`src/rtl/alu_share_ctrl.sv`:
```
// Round-robin arbiter and sequencer sharing one combinational alu4
// between two valid/ready requesters, with a tagged response channel.
module alu_share_ctrl #(
  parameter int DW         = 4,
  parameter int OPW        = 4,
  parameter int ALU_SETTLE = 1
) (
  input  logic           clk,
  input  logic           rst,
  input  logic           req0_valid,
  output logic           req0_ready,
  input  logic [DW-1:0]  req0_a,
  input  logic [DW-1:0]  req0_b,
  input  logic [OPW-1:0] req0_op,
  input  logic           req1_valid,
  output logic           req1_ready,
  input  logic [DW-1:0]  req1_a,
  input  logic [DW-1:0]  req1_b,
  input  logic [OPW-1:0] req1_op,
  output logic [DW-1:0]  alu_a,
  output logic [DW-1:0]  alu_b,
  output logic [OPW-1:0] alu_op,
  input  logic [DW-1:0]  alu_x,
  input  logic [DW-1:0]  alu_y,
  output logic           resp_valid,
  input  logic           resp_ready,
  output logic           resp_id,
  output logic [DW-1:0]  resp_x,
  output logic [DW-1:0]  resp_y,
  output logic           busy
);

  typedef enum logic [1:0] {
    IDLE,
    WAIT,
    RESP
  } state_t;

  localparam logic [3:0] SETTLE_M1 = 4'(ALU_SETTLE - 1);

  state_t         state;
  state_t         state_nxt;
  logic [3:0]     cnt;
  logic           last_grant;
  logic           grant0;
  logic           grant1;
  logic           accept;
  logic           done;
  logic           fire;
  logic [DW-1:0]  sel_a;
  logic [DW-1:0]  sel_b;
  logic [OPW-1:0] sel_op;

  // On a tie the requester that did not win last time goes first.
  assign grant0 = req0_valid && (!req1_valid || last_grant);
  assign grant1 = req1_valid && (!req0_valid || !last_grant);

  assign req0_ready = (state == IDLE) && grant0;
  assign req1_ready = (state == IDLE) && grant1;

  assign accept = req0_ready || req1_ready;
  assign done   = (state == WAIT) && (cnt == 4'd0);
  assign fire   = (state == RESP) && resp_valid && resp_ready;
  assign busy   = (state != IDLE);

  always_comb begin
    sel_a  = req0_a;
    sel_b  = req0_b;
    sel_op = req0_op;
    unique case (1'b1)
      req1_ready: begin
        sel_a  = req1_a;
        sel_b  = req1_b;
        sel_op = req1_op;
      end
      default: ;
    endcase
  end

  always_ff @(posedge clk or posedge rst) begin
    if (rst) begin
      state <= IDLE;
    end else begin
      state <= state_nxt;
    end
  end

  always_comb begin
    state_nxt = state;
    unique case (state)
      IDLE:    if (accept) state_nxt = WAIT;
      WAIT:    if (done)   state_nxt = RESP;
      RESP:    if (fire)   state_nxt = IDLE;
      default: state_nxt = IDLE;
    endcase
  end

  always_ff @(posedge clk or posedge rst) begin
    if (rst) begin
      cnt        <= 4'd0;
      last_grant <= 1'b1;
      alu_a      <= '0;
      alu_b      <= '0;
      alu_op     <= '0;
      resp_valid <= 1'b0;
      resp_id    <= 1'b0;
      resp_x     <= '0;
      resp_y     <= '0;
    end else begin
      if (accept) begin
        alu_a      <= sel_a;
        alu_b      <= sel_b;
        alu_op     <= sel_op;
        last_grant <= req1_ready;
        resp_id    <= req1_ready;
        cnt        <= SETTLE_M1;
      end
      if (state == WAIT && cnt != 4'd0) begin
        cnt <= cnt - 4'd1;
      end
      if (done) begin
        resp_x     <= alu_x;
        resp_y     <= alu_y;
        resp_valid <= 1'b1;
      end
      if (fire) begin
        resp_valid <= 1'b0;
      end
    end
  end

endmodule

```
`config.mk`:
```
export PLATFORM = sky130hd
export DESIGN_NAME = alu_share_ctrl
export DESIGN_NICKNAME = d
export VERILOG_FILES = /design/src/rtl/alu_share_ctrl.sv
export SDC_FILE = /design/constraint.sdc
export NUM_CORES = 1
export LEC_CHECK = 0
export BUFFER_PORTS_ARGS = -buffer_cell sky130_fd_sc_hd__buf_2
export CORE_MARGIN = 3
export CORE_UTILIZATION = 30
export CTS_BUF_LIST = sky130_fd_sc_hd__clkbuf_4 sky130_fd_sc_hd__clkbuf_8 sky130_fd_sc_hd__clkbuf_16
export DETAILED_ROUTE_END_ITERATION = 12
export SYNTH_ARGS = -nofsm -noshare
export SYNTH_HDL_FRONTEND = slang
export SYNTH_SLANG_ARGS = --single-unit
```
`constraint.sdc`:
```
create_clock -name clk -period 1.7 [get_ports clk]
set_input_delay 0.34 -clock clk [delete_from_list [all_inputs] [get_ports clk]]
set_output_delay 0.34 -clock clk [all_outputs]
set_load 0.01 [all_outputs]
```
==> implementation parameters <==
Parameter                              Value

Synth
  Synthesized area divided by synthesized cell count ... 10.4 µm²
  Syn nets ... 173
  Sequential area share after synthesis ... 0.524
  Async set-or-reset flop fraction in the synthesized netlist ... 1.00
  Ys flop type ... sky130_fd_sc_hd__dfrtp_1
  Yosys cell types ... 29
  Mapped cell area ... 1390 µm²
  Post-synth EDFFs ... 0
  Post-Syn Instances ... 134
  Number of warnings reported in the yosys synthesis log ... 0
  Flop and latch count out of synthesis ... 29

Worst hold path
  Path category of the worst min-delay check ... input port to async pin

Power
  Combinational share of power ... 0.486
  Max IR drop VDD ... 0.606 mV
  Switching component of the power ... 1.33 mW
  Clock network fraction of design power ... 0.163
  Cell leakage power ... 0.967 nW
  Sequential fraction of design power ... 0.351
  Switching fraction of total power ... 0.375
  Internal Dissipation ... 2.22 mW
  Power density over the cells ... 1830 nW/µm²
  Final Total Pwr ... 3.55 mW

Finish
  Final cell count without fillers ... 260
  Commonest non-fill, non-tap cell in the layout ... sky130_fd_sc_hd__buf_2
  Finished Core Util ... 0.440
  Final std cell area, no fill ... 1940 µm²
  Share of final-layout standard cells stronger than drive strength 1 ... 0.466
  Final nets ... 246
  Area Overhead vs Synth ... 40.0%
  Antenna Cells ... 0
  Filler cell count ... 455
  Commonest cells after routing, fill and taps aside ... 59 x sky130_fd_sc_hd__buf_2, 28 x sky130_fd_sc_hd__dfrtp_1, 17 x sky130_fd_sc_hd__inv_1

Critical path
  Critical path origin ... state[1]$_DFFE_PP0P_
  Worst-case register-to-register setup slack ... 0.15 ns
  Largest delay share family, worst path ... flip-flops
  CP Depth ... 3
  CP max stage delay ... 0.43 ns
  Critical path start-end classification ... register to primary output
  Crit path capture ... busy
  Crit start category ... register
  Worst Path Arrival ... 1.33 ns
  Cell breakdown of the critical path ... nor2_4 > clkinvlp_4 > buf_6
  Slowest stage cell, crit path ... sky130_fd_sc_hd__dfrtp_1
  CP Capture Type ... primary output
  Worst EP required ... 1.36 ns
  Critical R2R Launch ... state[1]$_DFFE_PP0P_
  RR Endpoint ... cnt[0]$_DFFE_PP0P_
  Critical path peak fanout ... 9
  Sum of buffers and inverters on the critical path ... 2
  Cell depth of the worst flop-to-flop path ... 5

Timing
  Worst slack on hold paths ... 0.103 ns
  Worst rel slew slack ... 0.633
  Setup TNS ... 0 ns
  Setup violations, final ... 0
  Max-slew violation total from the final report ... 0
  Final period util ... 0.983
  Achievable frequency ... 0.599 GHz
  Setup ws final ... 0.0293 ns
  Final hold vios ... 0
  Fin crit period ... 1.67 ns
  Slew of the pin with the lowest slew margin ... 0.549 ns
  Worst clock skew ... 0.00417 ns

CTS
  Clock tree root buffer cell ... sky130_fd_sc_hd__clkbuf_8
  Clock Sinks ... 29
  Number of clock buffers inserted by TritonCTS ... 5
  Htree depth ... 2
  Maximum clock insertion buffer count ... 2
  Clock-pin slew on the worst setup and hold paths ... 0.06 ns
  CTS tree ... done
  Clock latency at the later pin of the worst-skew pair ... 0.27 ns
  Number of hold-repair buffers added at the cts stage ... 0

Route
  Avg Vias per Cell ... 4.99
  Remaining antenna violation count after routing ... 0
  First-pass iteration count of the detailed router ... 4
  Remaining routing DRC violations ... 0
  Wirelength, routed ... 3.67 mm
  Overall via count from detail_route ... 1298
  Count of routing violations after the opening detailed-route iteration ... 95
  Routed length per instance ... 14.1 µm

Placed design
  Total placed cells including tap cells ... 249
  Post-detailed-placement half-perimeter wirelength ... 2.80 mm
  Pre-CTS worst setup slack ... 0.0421 ns
  Weighted congestion at the end of routability-driven global placement ... 0.763
  Instance area at placement ... 1790 µm²
  Total of buffers placed on input and output ports ... 61

Floorplan
  Die area ... 5480 µm²
  Effective utilization at floorplan ... 0.314
  Number of ports placed on the die boundary ... 62
  Floorplan die height ... 74.0 µm
  Core Footprint ... 4410 µm²
  Row count ... 24
  Horizontal die dimension ... 74.0 µm

GRT
  Largest net degree at the start of global routing ... 17
  Total grt overflow ... 0
  Total GRT Usage ... 0.135
  Antenna violations before repair ... 0
  Wire length of the first global-routing pass ... 5.69 mm
  Via count of the first global-routing pass ... 1248

Run status
  Status ... finished clean

Job
  Maximum capacitance violations ... 0
[flip-flops by register name, indices dropped and copies added (netlist names)]
register and flops:
resp_id 1, alu_op 4, resp_y 4, last_grant 1
resp_valid 1, resp_x 4, cnt 4, alu_b 4
alu_a 4, state 2
[cell type report]
cell class              instances  area (µm²)  area share
repair buffers                 75         423       0.218
multi-input cells              78         566       0.291
inverters                      18        71.3      0.0367
flip-flops and latches         29         727       0.374
clock buffers                   8        91.3      0.0470
well taps                      52        65.1      0.0335
[synth_stat cells, types with 2 or more instances]
cell type | instances | share of area
sky130_fd_sc_hd__o21ai_0 | 16 | 0.058
sky130_fd_sc_hd__o311ai_0 | 2 | 0.013
sky130_fd_sc_hd__nor2_1 | 2 | 0.0054
sky130_fd_sc_hd__inv_1 | 18 | 0.049
sky130_fd_sc_hd__nand4_1 | 12 | 0.054
sky130_fd_sc_hd__a21o_1 | 2 | 0.011
sky130_fd_sc_hd__ha_1 | 2 | 0.018
sky130_fd_sc_hd__clkbuf_1 | 6 | 0.016
sky130_fd_sc_hd__o311ai_1 | 10 | 0.063
sky130_fd_sc_hd__dfrtp_1 | 28 | 0.50
sky130_fd_sc_hd__nand2_1 | 5 | 0.014
sky130_fd_sc_hd__mux2_2 | 8 | 0.065
sky130_fd_sc_hd__or4_1 | 2 | 0.011
sky130_fd_sc_hd__a21oi_1 | 3 | 0.011
sky130_fd_sc_hd__or3_1 | 2 | 0.0090
sky130_fd_sc_hd__nand3b_1 | 3 | 0.016
[cell families after synthesis]
group	synth area share
and+or+nand+nor	0.136
buffers and inverters	0.0820
AOI/OAI and AO/OA	0.175
muxes	0.0649
DFF	0.524
adders and majority gates	0.0180
[what timing repair did]
| action | CTS | global route |
|---|---|---|
| pin swaps | 0 | 2 |
| setup endpoints to repair | 2 | 11 |
| resized for setup | 1 | 7 |
| setup buffers | 0 | 3 |
[metal layers]
layer / wire (µm) / global-route usage
met2: 1860 / 0.220
met3: 180 / 0.0324
met4: 54 / 0.0483
met5: 0 / 0
met1: 1570 / 0.174
[worst min-delay path by stage]
stage          cells past startpoint                     to
3_3_place_gp                       2  resp_y[3]$_DFFE_PP0P_
4_1_cts                            2  alu_op[2]$_DFFE_PP0P_
6_report                           2  alu_op[2]$_DFFE_PP0P_
5_1_grt                            2  resp_y[1]$_DFFE_PP0P_
3_5_place_dp                       2  resp_y[1]$_DFFE_PP0P_
2_1_floorplan                      1   alu_a[0]$_DFFE_PP0P_
[power groups by stage]
stage,registers (mW),clock network [mW],logic [mW]
finish,1.24,0.578,1.73
global route,1.28,0.615,1.92
CTS,1.24,0.595,1.61
detailed placement,1.25,0,1.61
global placement,1.25,0,1.58
floorplan,1.35,0,0.872
Note: power is estimated with default switching activity, not from simulation.
